`config.mk`:
```
export PLATFORM = sky130hd
export DESIGN_NAME = gamecube_bit_receiver
export DESIGN_NICKNAME = d
export VERILOG_FILES = /design/src/rtl/gamecube_bit_receiver.sv
export SDC_FILE = /design/constraint.sdc
export NUM_CORES = 1
export LEC_CHECK = 0
export BUFFER_PORTS_ARGS = -buffer_cell sky130_fd_sc_hd__buf_2
export CAP_MARGIN = 20
export CORE_MARGIN = 3
export CORE_UTILIZATION = 65
export CTS_BUF_LIST = sky130_fd_sc_hd__clkbuf_4
export DETAILED_ROUTE_END_ITERATION = 10
export PLACE_DENSITY = 0.86
export SETUP_SLACK_MARGIN = 0.1
export SKIP_LAST_GASP = 1
export SYNTH_ARGS = -nofsm -noshare
export SYNTH_HDL_FRONTEND = slang
export SYNTH_SLANG_ARGS = --single-unit
export TNS_END_PERCENT = 1
```
`constraint.sdc`:
```
create_clock -name CLK -period 3.1 [get_ports CLK]
set_input_delay 0 -clock CLK [delete_from_list [all_inputs] [get_ports CLK]]
set_output_delay 0 -clock CLK [all_outputs]
set_load 0.05 [all_outputs]
```
`src/rtl/gamecube_bit_receiver.sv`:
```
// GameCube single-wire receiver: measures each low pulse on the oversampled
// line, decodes it into a bit, assembles bytes MSB-first, flags errors and frame end.
module gamecube_bit_receiver #(
  parameter int SAMPLES_PER_US = 4,
  parameter int IDLE_US        = 5,
  parameter int LOW_MAX_US     = 5
) (
  input  logic       CLK,
  input  logic       n_RST,
  input  logic       DATALINE,
  output logic       RX_BIT,
  output logic       BIT_VALID,
  output logic [7:0] RX_BYTE,
  output logic       BYTE_VALID,
  output logic       FRAME_END,
  output logic       ERR,
  output logic       BUSY
);

  localparam int T        = SAMPLES_PER_US;
  localparam int LOW_MAX  = LOW_MAX_US * T;
  localparam int IDLE_CYC = IDLE_US * T;
  localparam int GLITCH   = (T / 2 < 1) ? 1 : T / 2;
  localparam int LW       = $clog2(LOW_MAX) + 1;
  localparam int HW       = $clog2(IDLE_CYC) + 1;

  localparam logic [LW-1:0] LOW_LAST   = LW'(LOW_MAX - 1);
  localparam logic [LW-1:0] LOW_SAT    = LW'(LOW_MAX);
  localparam logic [LW-1:0] GLITCH_LIM = LW'(GLITCH);
  localparam logic [LW-1:0] ONE_LIM    = LW'(2 * T);
  localparam logic [HW-1:0] HIGH_LAST  = HW'(IDLE_CYC - 1);
  localparam logic [HW-1:0] HIGH_SAT   = HW'(IDLE_CYC);

  typedef enum logic [1:0] {
    ST_WAIT_HIGH,
    ST_IDLE,
    ST_LOW,
    ST_HIGH
  } state_e;

  state_e        state_q, state_d;
  logic          sync1_q, dl_s_q;
  logic [LW-1:0] low_cnt_q, low_cnt_d;
  logic [HW-1:0] high_cnt_q, high_cnt_d;
  logic [2:0]    bit_idx_q, bit_idx_d;
  logic [7:0]    shift_q, shift_d;
  logic [7:0]    rx_byte_q, rx_byte_d;
  logic          bit_seen_q, bit_seen_d;
  logic          rx_bit_q, rx_bit_d;
  logic          bit_valid_q, bit_valid_d;
  logic          byte_valid_q, byte_valid_d;
  logic          frame_end_q, frame_end_d;
  logic          err_q, err_d;
  logic          busy_q, busy_d;
  logic          new_bit;

  always_comb begin
    // NOTE: every signal gets a default here so no path through the case can infer a latch.
    state_d      = state_q;
    low_cnt_d    = low_cnt_q;
    high_cnt_d   = high_cnt_q;
    bit_idx_d    = bit_idx_q;
    shift_d      = shift_q;
    rx_byte_d    = rx_byte_q;
    bit_seen_d   = bit_seen_q;
    rx_bit_d     = rx_bit_q;
    bit_valid_d  = 1'b0;
    byte_valid_d = 1'b0;
    frame_end_d  = 1'b0;
    err_d        = 1'b0;
    new_bit      = (low_cnt_q < ONE_LIM);

    unique case (state_q)
      ST_WAIT_HIGH: begin
        if (dl_s_q) state_d = ST_IDLE;
      end
      ST_IDLE: begin
        if (!dl_s_q) begin
          state_d   = ST_LOW;
          low_cnt_d = LW'(1);
        end
      end
      ST_LOW: begin
        if (!dl_s_q) begin
          if (low_cnt_q >= LOW_LAST) begin
            // Stuck low: abandon the frame and wait for the line to recover.
            err_d     = 1'b1;
            bit_idx_d = 3'd0;
            low_cnt_d = LOW_SAT;
            state_d   = ST_WAIT_HIGH;
          end else begin
            low_cnt_d = low_cnt_q + LW'(1);
          end
        end else if (low_cnt_q < GLITCH_LIM) begin
          err_d      = 1'b1;
          bit_idx_d  = 3'd0;
          high_cnt_d = HW'(1);
          state_d    = ST_HIGH;
        end else begin
          bit_valid_d = 1'b1;
          rx_bit_d    = new_bit;
          shift_d     = {shift_q[6:0], new_bit};
          bit_seen_d  = 1'b1;
          high_cnt_d  = HW'(1);
          state_d     = ST_HIGH;
          if (bit_idx_q == 3'd7) begin
            rx_byte_d    = {shift_q[6:0], new_bit};
            byte_valid_d = 1'b1;
            bit_idx_d    = 3'd0;
          end else begin
            bit_idx_d = bit_idx_q + 3'd1;
          end
        end
      end
      ST_HIGH: begin
        if (!dl_s_q) begin
          state_d   = ST_LOW;
          low_cnt_d = LW'(1);
        end else if (high_cnt_q >= HIGH_LAST) begin
          // Line idle long enough: close the frame, dropping any partial byte.
          frame_end_d = bit_seen_q;
          bit_seen_d  = 1'b0;
          bit_idx_d   = 3'd0;
          high_cnt_d  = HIGH_SAT;
          state_d     = ST_IDLE;
        end else begin
          high_cnt_d = high_cnt_q + HW'(1);
        end
      end
      default: state_d = ST_WAIT_HIGH;
    endcase

    busy_d = (state_d == ST_LOW) || (state_d == ST_HIGH);
  end

  // NOTE: sequential state uses non-blocking assignments so every flop samples pre-edge values.
  always_ff @(posedge CLK or negedge n_RST) begin
    if (!n_RST) begin
      sync1_q      <= 1'b1;
      dl_s_q       <= 1'b1;
      state_q      <= ST_WAIT_HIGH;
      low_cnt_q    <= '0;
      high_cnt_q   <= '0;
      bit_idx_q    <= 3'd0;
      shift_q      <= 8'h00;
      rx_byte_q    <= 8'h00;
      bit_seen_q   <= 1'b0;
      rx_bit_q     <= 1'b0;
      bit_valid_q  <= 1'b0;
      byte_valid_q <= 1'b0;
      frame_end_q  <= 1'b0;
      err_q        <= 1'b0;
      busy_q       <= 1'b0;
    end else begin
      sync1_q      <= DATALINE;
      dl_s_q       <= sync1_q;
      state_q      <= state_d;
      low_cnt_q    <= low_cnt_d;
      high_cnt_q   <= high_cnt_d;
      bit_idx_q    <= bit_idx_d;
      shift_q      <= shift_d;
      rx_byte_q    <= rx_byte_d;
      bit_seen_q   <= bit_seen_d;
      rx_bit_q     <= rx_bit_d;
      bit_valid_q  <= bit_valid_d;
      byte_valid_q <= byte_valid_d;
      frame_end_q  <= frame_end_d;
      err_q        <= err_d;
      busy_q       <= busy_d;
    end
  end

  assign RX_BIT     = rx_bit_q;
  assign BIT_VALID  = bit_valid_q;
  assign RX_BYTE    = rx_byte_q;
  assign BYTE_VALID = byte_valid_q;
  assign FRAME_END  = frame_end_q;
  assign ERR        = err_q;
  assign BUSY       = busy_q;

endmodule

```
After elaboration in Yosys (flattened, before gate mapping)
Index checks and enable logic that the tools add are counted.
{ "word_totals": {"output_inout_bits": 14, "latchBits": 0, "ram_bits": 0, "reg_bits": 41, "romBits": 0, "inputBits": 3, "n_memories": 0} }
{ "classes": {"bitwise": 1, "add_sub_neg": 3, "shift": 0, "eq_ne": 13, "mux": 41, "n_lt_le_gt_ge": 4, "n_reduce_logical": 11, "div_mod_pow": 0, "multipliers": 0} }
{ "op_table": {"columns": ["op", "n"], "rows": [
  ["$mux W6", 6],
  ["$pmux W6 S2", 2],
  ["$mux W1", 18],
  ["$mux W3", 6],
  ["$add A6 B1 Y6 const B", 2],
  ["$ge A6 B5 Y1 const B", 2],
  ["$mux W2", 6],
  ["$ne A2 B2 Y1 const B", 6],
  ["$reduce_and A3 Y1", 3],
  ["$eq A2 B2 Y1 const B", 4],
  ["$pmux W2 S4", 1],
  ["$reduce_and A4 Y1", 2],
  ["$lt A6 B2 Y1 const B", 1],
  ["$lt A6 B4 Y1 const B", 1],
  ["$pmux W3 S2", 1],
  ["$reduce_and A5 Y1", 1],
  ["$reduce_bool A2 Y1", 2],
  ["$add A3 B1 Y3 const B", 1],
  ["$eq A3 B3 Y1 const B", 1],
  ["$ne A3 B3 Y1 const B", 1],
  ["$eq A2 B1 Y1 const B", 1],
  ["$logic_not A2 Y1", 1],
  ["$pmux W1 S2", 1],
  ["$reduce_or A2 Y1", 1],
  ["2 further kinds", 2]
]} }

Depth between registers and ports, before layout
Gate-level depths: netlist of the first run.
{ "depth": {"depth_word": 6, "mapped_depth": 6, "ltp_nobuf": 5} }

Worst setup path before layout of the first run
OpenSTA, ideal clock, no wires.
{ "synth_timing": {"kind": "register to register", "from": "register, netlist name BUSY", "to": "register rx_byte_q[0], in the netlist RX_BYTE[0]", "path_stages_with_launch": 7, "n_path_buf": 2, "path_slack_ps": 1160, "t_arrival_ps": 1815, "setup_ps": 125, "synth_period_minus_slack_ps": 1940, "cell_sequence": "dfrtp_1 > clkbuf_1 > and3b_1 > o31a_1 > and2_1 > buf_6 > mux2_4"} }
{ "synth_lines": {"columns": ["element", "line", "source"], "rows": [
  ["to (signal assigned)", "162", "rx_byte_q <= rx_byte_d;"],
  ["to (decl)", "47", "logic [7:0] rx_byte_q, rx_byte_d;"]
]} }

Worst setup path after layout of the first run
{ "layout_timing": {"from": "register dl_s_q", "to": "register rx_byte_q[1], in the netlist RX_BYTE[1]"} }
{ "layout_between": {"elab_chain_cells": 1} }
{ "layout_lines": {"columns": ["element", "line", "source"], "rows": [
  ["from (decl)", "42", "logic sync1_q, dl_s_q;"],
  ["from (signal assigned)", "156", "dl_s_q <= sync1_q;"],
  ["$reduce_and A4 Y1 (no source line)", null, null]
]} }
Every way passes these cells.
A chain may end at the register's enable or synchronous reset.

==> impl_metrics.env, run 1 <==
export IMPL_peakVddDrop_mv=0.455
export IMPL_via_per_inst=6.17
export IMPL_synth_area_leaders="dfrtp_1, mux2_4, mux2_2"
export IMPL_crit_chain="and3b_1 > o31a_1 > and2_1 > mux2_4"
export IMPL_multiInputGateArea_um2=657
export IMPL_grt_max_degree=40
export IMPL_final_setup_worst_slack_ns=0.701
export IMPL_finalSetupViolCount=0
export IMPL_fin_crit_sh_pct=77.4
export IMPL_ant_nets=0
export IMPL_rsz0062_at_grt="false"
export IMPL_start_kind="register"
export IMPL_port_buffers=16
export IMPL_wirelength_um=3030
export IMPL_path_clk_slew_ns=0.12
export IMPL_synth_top_area_share_pct=54.8
export IMPL_final_setup_tns_ns=0
export IMPL_routabilityCongestion=0.851
export IMPL_grt_total_usage_pct=21.3
export IMPL_grt_pass1_wl_um=5260
export IMPL_wire_per_inst_um=16.4
export IMPL_dpl_hpwl_um=2120
export IMPL_top_level_ports=17
export IMPL_slew_viol_final=0
export IMPL_htreeDepth=2
export IMPL_instances_no_fill=185
export IMPL_worstReg2RegEnd="RX_BYTE[1]"
export IMPL_min_period_ns=2.40
export IMPL_nFillCells=144
export IMPL_clk_latency_ns=0.34
export IMPL_numClockSinks=39
export IMPL_path_max_fanout=13
export IMPL_num_vias=1141
export IMPL_drt_iter0_drc=34
export IMPL_slowest_stage="dfstp_2"
export IMPL_power_per_cell_area_nw_per_um2=650
export IMPL_hold_viol=0
export IMPL_die_height_um=57.0
export IMPL_cts_made_buffers=5
export IMPL_ys_seq_elements=39
export IMPL_clockBufferDepth=2
export IMPL_critPathArrivalTime_ns=2.64
export IMPL_slew_headroom_pct=45.2
export IMPL_power_mw=1.20
export IMPL_yosysUniqueCellTypes=34
export IMPL_worst_slew_pin_slew_ns=0.821
export IMPL_core_um2=2340
export IMPL_nets=163
export IMPL_synth_top_flop_cell="dfrtp_1"
export IMPL_worst_setup_path_end_kind="register"
export IMPL_dieArea_um2=3250
export IMPL_criticalPathCategory="reg2reg"
export IMPL_drive_gt1_share_pct=27.4
export IMPL_syn_area_per_cell_um2=12.2
export IMPL_clock_skew_final_ns=0.0148
export IMPL_start_util_pct=72.2
export IMPL_syn_nets=145
export IMPL_synth_edff_count=0
export IMPL_placedCellCount=175
export IMPL_synthToLayoutAreaGrowth_pct=9.33
export IMPL_r2r_slack_ns=0.70
export IMPL_holdWs_ns=0.278
export IMPL_yosysWarnings=0
export IMPL_reg2reg_depth=4
export IMPL_maxCapViolCount=0
export IMPL_outcome="completed"
export IMPL_pre_cts_slack_ns=0.717
export IMPL_cts_tree="yes"
export IMPL_antenna_found_initial=0
export IMPL_regArea_um2=978
export IMPL_syn_area_um2=1690
export IMPL_synthCells=138
export IMPL_ys_seq_area_share_pct=57.9
export IMPL_ctsResizeCount=0
export IMPL_leakagePower_nw=0.908
export IMPL_worst_hold_path_type="in2async"
export IMPL_ys_async_sr_fraction_pct=100
export IMPL_post_route_drc_count=0
export IMPL_diodes=0
export IMPL_dr_pass1_iters=4
export IMPL_regToRegStartpoint="dl_s_q"
export IMPL_slowest_delay_ns=0.66
export IMPL_grt_pass1_vias=1160
export IMPL_synth_area_leader_cell="dfrtp_1"
export IMPL_gr_total_overflow=0
export IMPL_die_w_um=57.0
export IMPL_required_ns=3.34
export IMPL_cts_root_buf="clkbuf_4"
export IMPL_fmax_mhz=417
export IMPL_rows=17
[metrics by stage]
| step | utilization [%] | instance area [µm²] |
|---|---|---|
| floorplan | - | 1690 |
| CTS | 78.9 | 1850 |
| detailed placement | 75.6 | 1770 |
| finish | 78.9 | 1850 |
| global route | 78.9 | 1850 |
| global placement | 75.6 | 1770 |
[cell type report]
class | count | share of cell area [%]
Sequential cell | 39 | 53.0
Multi-Input combinational cell | 87 | 35.6
Timing Repair Buffer | 18 | 5.42
Clock buffer | 5 | 2.03
Tap cell | 28 | 1.90
Clock inverter | 3 | 1.08
Inverter | 5 | 1.02
[cells by family after synthesis]
family / count (synthesis) / share of synthesized area, %
AND/OR/NAND/NOR: 36 / 10.4
multiplexers: 16 / 12.4
buffers and inverters: 12 / 3.19
AO/OA/AOI/OAI: 31 / 13.1
adder cells (fa/ha/maj): 4 / 2.96
flip-flops: 39 / 57.9
[worst max path at each step]
stage / slack (ns) / endpoint / startpoint / cells after the start
3_5_place_dp: 0.72 / RX_BYTE[4] / dl_s_q / 4
5_1_grt: 0.58 / RX_BYTE[1] / dl_s_q / 4
6_report: 0.70 / RX_BYTE[1] / dl_s_q / 4
3_3_place_gp: 0.83 / RX_BYTE[0] / dl_s_q / 4
4_1_cts: 0.69 / RX_BYTE[7] / dl_s_q / 4
2_1_floorplan: 1.16 / RX_BYTE[0] / BUSY / 6
[cell usage in the layout, fill, tap and decap left out, drive strengths merged]
master and n:
o21ai 4, nand4 1, mux2 16, or3 3, inv 5, and3 1
o22a 1, nor2 14, clkbuf 5, o31ai 1, buf 16, nor3 5
nand3 3, dfstp 2, and3b 1, a22o 2, a21o 2, clkinvlp 2
nor4 1, and2 3, o21bai 1, ha 4, nand2b 1, o31a 1
o221ai 1, dfrtp 37, o41ai 1, a31oi 4, a32o 3, a21oi 8
a221oi 1, dlygate4sd3 2, a2111oi 1, clkinv 1, nand2 3
[registers in the layout, summed over array words and instances (netlist names)]
name,count
RX_BYTE,8
shift_q,7
high_cnt_q,6
low_cnt_q,6
bit_idx_q,3
BIT_VALID,1
BUSY,1
BYTE_VALID,1
ERR,1
FRAME_END,1
bit_seen_q,1
dl_s_q,1
state_q,1
sync1_q,1
[synthesized netlist by cell type (4+ instances only)]
| master | n |
|---|---|
| nor3_1 | 5 |
| o21ai_0 | 4 |
| mux2_4 | 8 |
| a21oi_1 | 8 |
| mux2_2 | 8 |
| ha_1 | 4 |
| a31oi_1 | 4 |
| nor2_1 | 14 |
| dfrtp_1 | 37 |
| inv_1 | 5 |
| clkbuf_1 | 5 |
[metal layers]
metal  share of wire [%]  global-route usage, %
met3                 4.9                   6.56
met4                 1.6                   7.95
met5                   0                      0
met1                  45                   27.1
met2                  48                   34.4
[critical path, delay by kind of cell (launching register included)]
kind / cells / cell delay, ns
and+or+nand+nor: 2 / 0.84
DFF: 1 / 0.66
AOI/OAI and AO/OA: 1 / 0.46
muxes: 1 / 0.35
[timing repair]
action	in CTS	in global routing
hold endpoints to repair	38	0
setup buffers	0	0
hold buffers	2	0
[where the power goes]
group	internal, mW	switching (mW)	total [mW]
Combinational	0.120	0.136	0.256
Clock	0.0866	0.164	0.251
Sequential	0.604	0.0904	0.694
Total	0.810	0.391	1.20
No activity file was read; power rests on OpenSTA's default activity.
==> run 2, diff against run 1 <==
--- a/config.mk
+++ b/config.mk
@@ -5,13 +5,14 @@
 export SDC_FILE = /design/constraint.sdc
 export NUM_CORES = 1
 export LEC_CHECK = 0
+export ABC_AREA = 1
 export BUFFER_PORTS_ARGS = -buffer_cell sky130_fd_sc_hd__buf_2
 export CAP_MARGIN = 20
 export CORE_MARGIN = 3
-export CORE_UTILIZATION = 65
+export CORE_UTILIZATION = 54
 export CTS_BUF_LIST = sky130_fd_sc_hd__clkbuf_4
 export DETAILED_ROUTE_END_ITERATION = 10
-export PLACE_DENSITY = 0.86
+export PLACE_DENSITY = 0.76
 export SETUP_SLACK_MARGIN = 0.1
 export SKIP_LAST_GASP = 1
 export SYNTH_ARGS = -nofsm -noshare
==> constraint.sdc (replaced) <==
create_clock -name CLK -period 2.1 [get_ports CLK]
set_input_delay 0 -clock CLK [delete_from_list [all_inputs] [get_ports CLK]]
set_output_delay 0 -clock CLK [all_outputs]
set_load 0.05 [all_outputs]
==> impl_metrics.env, run 2 <==
export IMPL_cts_tree="yes"
export IMPL_core_um2=2900
export IMPL_multiInputGateArea_um2=618
export IMPL_min_period_ns=1.60
export IMPL_worst_slew_pin_slew_ns=0.813
export IMPL_peakVddDrop_mv=0.597
export IMPL_holdWs_ns=0.259
export IMPL_start_util_pct=59.6
export IMPL_htreeDepth=2
export IMPL_routabilityCongestion=0.865
export IMPL_pre_cts_slack_ns=0.500
export IMPL_synth_most_common_cell="nand2_1"
export IMPL_syn_nets=204
export IMPL_intPower_mw=1.22
export IMPL_wire_per_inst_um=12.1
export IMPL_criticalPathCategory="reg2reg"
export IMPL_layout_commonest_cell="nand2_1"
export IMPL_synth_area_leader_cell="dfrtp_1"
export IMPL_fmax_mhz=626
export IMPL_rows=19
export IMPL_grt_pass1_vias=1310
export IMPL_synth_area_leaders="dfrtp_1, nand2_1, inv_1"
export IMPL_num_vias=1347
export IMPL_power_mw=1.82
export IMPL_pwr_share_comb_pct=21.5
export IMPL_synth_edff_count=0
export IMPL_critPathArrivalTime_ns=1.86
export IMPL_nFillCells=246
export IMPL_highest_layer="met4"
export IMPL_synthCells=197
export IMPL_clockBufferDepth=2
export IMPL_power_share_sequential_pct=50.9
export IMPL_grt_pass1_wl_um=5750
export IMPL_ant_nets=0
export IMPL_start_kind="register"
export IMPL_final_setup_worst_slack_ns=0.502
export IMPL_regArea_um2=978
export IMPL_wirelength_um=3180
export IMPL_drt_iter0_drc=79
export IMPL_hold_viol=0
export IMPL_postCtsSetupRepairBufs=0
export IMPL_diodes=0
export IMPL_synth_top_flop_cell="dfrtp_1"
export IMPL_final_cell_mix="nand2_1, dfrtp_1, inv_1"
export IMPL_grt_total_usage_pct=18.4
export IMPL_synthToLayoutAreaGrowth_pct=12.4
export IMPL_fin_crit_sh_pct=76.1
export IMPL_gr_total_overflow=0
export IMPL_worst_hold_path_type="in2async"
export IMPL_dr_pass1_iters=4
export IMPL_dieArea_um2=3920
export IMPL_worst_setup_path_end_kind="register"
export IMPL_path_max_fanout=15
export IMPL_clk_latency_ns=0.36
export IMPL_rsz0062_at_grt="false"
export IMPL_port_buffers=16
export IMPL_p_sw_mw=0.598
export IMPL_slew_viol_final=0
export IMPL_ys_async_sr_fraction_pct=100
export IMPL_path_clk_slew_ns=0.12
export IMPL_slew_headroom_pct=45.8
export IMPL_met1_length_um=1450
export IMPL_via_per_inst=5.14
export IMPL_maxCapViolCount=0
export IMPL_grt_max_degree=40
export IMPL_leakagePower_nw=1.06
export IMPL_wl_met2_um=1510
export IMPL_largest_reg_flops=8
export IMPL_dpl_hpwl_um=2380
export IMPL_nets=226
export IMPL_drive_gt1_share_pct=15.0
export IMPL_yosysUniqueCellTypes=24
export IMPL_top_level_ports=17
export IMPL_swShare_pct=32.9
export IMPL_numClockSinks=39
export IMPL_final_setup_tns_ns=0
export IMPL_outcome="completed"
export IMPL_synth_common_cells="nand2_1, dfrtp_1, inv_1"
export IMPL_finalSetupViolCount=0
export IMPL_die_w_um=62.6
export IMPL_required_ns=2.36
export IMPL_synth_top_area_share_pct=53.5
export IMPL_wl_met3_um=164
export IMPL_yosysWarnings=0
export IMPL_syn_area_um2=1730
export IMPL_ys_seq_area_share_pct=56.6
export IMPL_ys_seq_elements=39
export IMPL_die_height_um=62.6
export IMPL_syn_area_per_cell_um2=8.78
export IMPL_clkPwrFrac_pct=27.6
export IMPL_antenna_found_initial=0
export IMPL_clock_skew_final_ns=0.0151
export IMPL_cts_made_buffers=5
export IMPL_post_route_drc_count=0
export IMPL_cts_root_buf="clkbuf_4"
export IMPL_power_per_cell_area_nw_per_um2=935
-- run 2: routing by layer --
layer | track usage [%] | up-vias
li1 | - | 668
met2 | 31.4 | 37
met3 | 3.96 | 7
met5 | 0 | -
met1 | 22.6 | 635
met4 | 7.44 | 0
-- run 2: layout make-up --
| cell class | count | share of cell area (%) |
|---|---|---|
| inverter | 30 | 5.80 |
| clock inverter | 3 | 2.25 |
| timing repair buffer | 18 | 5.15 |
| multi-input combinational | 125 | 31.8 |
| tap | 42 | 2.70 |
| sequential | 39 | 50.4 |
| clock buffer | 5 | 1.93 |
-- run 2: cells by family (layout without fill, tap and decap cells) --
group / Yosys count / in the layout / synth area share (%)
simple gates: 89 / 89 / 22.4
flops: 39 / 39 / 56.6
buf+inv: 33 / 56 / 7.67
compound gates: 29 / 29 / 8.97
fa+ha+maj: 4 / 4 / 2.89
xor+xnor: 3 / 3 / 1.52
-- run 2: worst paths after layout --
path,startpoint,to,slack [ns],cells after the start
min reg2reg,sync1_q,dl_s_q,0.37,0
max,low_cnt_q[3],RX_BYTE[7],0.50,8
max in group asynchronous,n_RST,low_cnt_q[0],1.32,2
min in group CLK,DATALINE,sync1_q,0.29,2
max reg2reg,low_cnt_q[3],RX_BYTE[7],0.50,8
min,n_RST,BIT_VALID,0.26,2
-- run 2: metrics by stage --
step / cell area [µm²] / util, % / std cells
final: 1940 / 67.0 / 262
after global routing: 1940 / 67.0 / 262
after CTS: 1940 / 67.0 / 262
after detailed placement: 1840 / 63.5 / 252
after global placement: 1840 / 63.5 / 252
after floorplan: 1730 / - / 197
-- run 2: power by group through the flow --
stage | Sequential, mW | Clock (mW) | Combinational (mW)
floorplan | 0.983 | 0 | 0.232
global placement | 0.932 | 0 | 0.368
detailed placement | 0.938 | 0 | 0.386
CTS | 0.923 | 0.513 | 0.390
global route | 0.940 | 0.543 | 0.446
finish | 0.924 | 0.502 | 0.391
-- run 2: what timing repair did --
item / 4_1_cts / 5_1_grt
hold buffers: 2 / 0
endpoints found under the hold margin: 38 / 0
resized for setup: 0 / 0
endpoints found under the setup margin: 0 / 0
-- run 2: critical path: stages, from the launching register on --
cell,delay [ns]
dfrtp_1,0.44
nor2_1,0.22
nand3_1,0.17
nand2_2,0.23
inv_2,0.10
nand2_4,0.15
inv_1,0.09
nand2_1,0.07
nand2_1,0.05
==> run 3, diff against run 2 <==
==> constraint.sdc (replaced) <==
create_clock -name CLK -period 1.4 [get_ports CLK]
set_input_delay 0 -clock CLK [delete_from_list [all_inputs] [get_ports CLK]]
set_output_delay 0 -clock CLK [all_outputs]
set_load 0.05 [all_outputs]
==> impl_metrics.env, run 3 (synthesized netlist as in run 2, its figures left out) <==
export IMPL_outcome="completed"
export IMPL_cts_made_buffers=5
export IMPL_die_height_um=62.6
export IMPL_slowest_stage="dfrtp_1"
export IMPL_dpl_hpwl_um=2370
export IMPL_wirelength_um=3520
export IMPL_regToRegStartpoint="bit_idx_q[0]"
export IMPL_numClockSinks=39
export IMPL_hold_viol=0
export IMPL_core_um2=2900
export IMPL_layout_commonest_cell="nand2_1"
export IMPL_die_w_um=62.6
export IMPL_largest_reg_flops=8
export IMPL_clk_latency_ns=0.35
export IMPL_dr_pass1_iters=5
export IMPL_path_clk_slew_ns=0.13
export IMPL_cts_root_buf="clkbuf_4"
export IMPL_drt_iter0_drc=72
export IMPL_start_kind="register"
export IMPL_clockBufferDepth=2
export IMPL_nFillCells=215
export IMPL_path_max_fanout=2
export IMPL_antenna_found_initial=0
export IMPL_crit_path_start="bit_idx_q[0]"
export IMPL_clock_skew_final_ns=0.0133
export IMPL_worstReg2RegEnd="bit_idx_q[0]"
export IMPL_peakVddDrop_mv=0.814
export IMPL_drive_gt1_share_pct=32.4
export IMPL_worst_slew_pin_slew_ns=0.702
export IMPL_cp_top_family="simple AND/OR/NAND/NOR gates"
export IMPL_cts_tree="yes"
export IMPL_port_buffers=16
export IMPL_maxCapViolCount=0
export IMPL_num_vias=1416
export IMPL_post_route_drc_count=0
export IMPL_worst_setup_path_end_kind="register"
export IMPL_required_ns=1.71
export IMPL_min_period_ns=1.31
export IMPL_fmax_mhz=764
export IMPL_diodes=0
export IMPL_reg2reg_depth=6
export IMPL_dieArea_um2=3920
export IMPL_htreeDepth=2
export IMPL_via_per_inst=5.00
export IMPL_slew_viol_final=0
export IMPL_slowest_delay_ns=0.41
export IMPL_synthToLayoutAreaGrowth_pct=28.0
export IMPL_fin_crit_sh_pct=93.4
export IMPL_final_cell_mix="nand2_1, dfrtp_1, inv_1"
export IMPL_grt_total_usage_pct=20.9
export IMPL_worst_path_buf_inv=0
export IMPL_grt_max_degree=34
export IMPL_top_level_ports=17
export IMPL_critPathArrivalTime_ns=1.62
export IMPL_slew_headroom_pct=53.2
export IMPL_ant_nets=0
export IMPL_rsz0062_at_grt="true"
export IMPL_path_depth=6
export IMPL_crit_chain="ha_2 > ha_4 > or2_4 > nor2_2 > nand4_1 > nand2_1"
export IMPL_final_setup_worst_slack_ns=0.0919
export IMPL_finalSetupViolCount=0
export IMPL_routabilityCongestion=0.857
export IMPL_gr_total_overflow=0
export IMPL_criticalPathCategory="reg2reg"
export IMPL_pre_cts_slack_ns=-0.0641
export IMPL_start_util_pct=59.6
export IMPL_grt_pass1_wl_um=6470
export IMPL_leakagePower_nw=1.13
export IMPL_nets=247
export IMPL_grt_pass1_vias=1473
export IMPL_rows=19
export IMPL_dpl_cell_area_um2=1940
export IMPL_crit_end="bit_idx_q[0]"
export IMPL_power_per_cell_area_nw_per_um2=1290
export IMPL_wire_per_inst_um=12.4
export IMPL_finalInstanceArea_um2=2210
export IMPL_worst_hold_path_type="in2async"
export IMPL_r2r_slack_ns=0.09
[run 3: area by class of cell]
cell class	count	area, µm²	area share [%]
Tap cell	42	52.6	2.37
Clock inverter	3	20.0	0.904
Clock buffer	5	37.5	1.70
Inverter	30	113	5.09
Sequential cell	39	980	44.3
Timing Repair Buffer	39	258	11.6
Multi-Input combinational cell	125	753	34.0
[run 3: what timing repair did]
action,in CTS,in global routing
cloned,0,0
resized for setup,13,19
endpoints found under the setup margin,14,31
hold buffers,2,0
endpoints found under the hold margin,30,0
buffers inserted,7,2
pin swaps,9,8
[run 3: worst min-delay path by stage]
| stage | to | slack, ns | from | cells past startpoint |
|---|---|---|---|---|
| 4_1_cts | bit_idx_q[0] | 0.23 | n_RST | 2 |
| 5_1_grt | shift_q[6] | 0.26 | n_RST | 2 |
| 3_3_place_gp | RX_BYTE[0] | 0.07 | n_RST | 1 |
| 6_report | bit_idx_q[0] | 0.22 | n_RST | 2 |
| 3_5_place_dp | BIT_VALID | 0.09 | n_RST | 1 |
| 2_1_floorplan | BIT_VALID | -0.30 | n_RST | 0 |
[run 3: power breakdown]
group          total, mW  leakage, nW  internal, mW  switching, mW
Combinational      0.869        0.591         0.362          0.506
Clock              0.575       0.0272         0.192          0.384
Sequential          1.40        0.514          1.28          0.121
Total               2.85         1.13          1.84           1.01
[run 3: through the flow]
stage / cells / util, % / total power [mW] / hold WS, ns / setup TNS [ns]
final: 283 / 76.3 / 2.85 / 0.215 / 0
after global placement: 264 / 67.0 / 2.02 / 0.0675 / 0
after global routing: 283 / 76.3 / 3.05 / 0.265 / 0
after CTS: 281 / 72.9 / 2.75 / 0.231 / 0
after floorplan: 197 / - / 1.83 / -0.296 / 0
after detailed placement: 264 / 67.0 / 2.06 / 0.0858 / -0.179
[run 3: routing by layer]
metal	vias up	share of wire (%)	global-route usage (%)
li1	713	-	-
met1	658	42	23.5
met2	32	50	37.0
met3	13	4.6	5.76
met4	0	2.9	8.82
met5	-	0	0
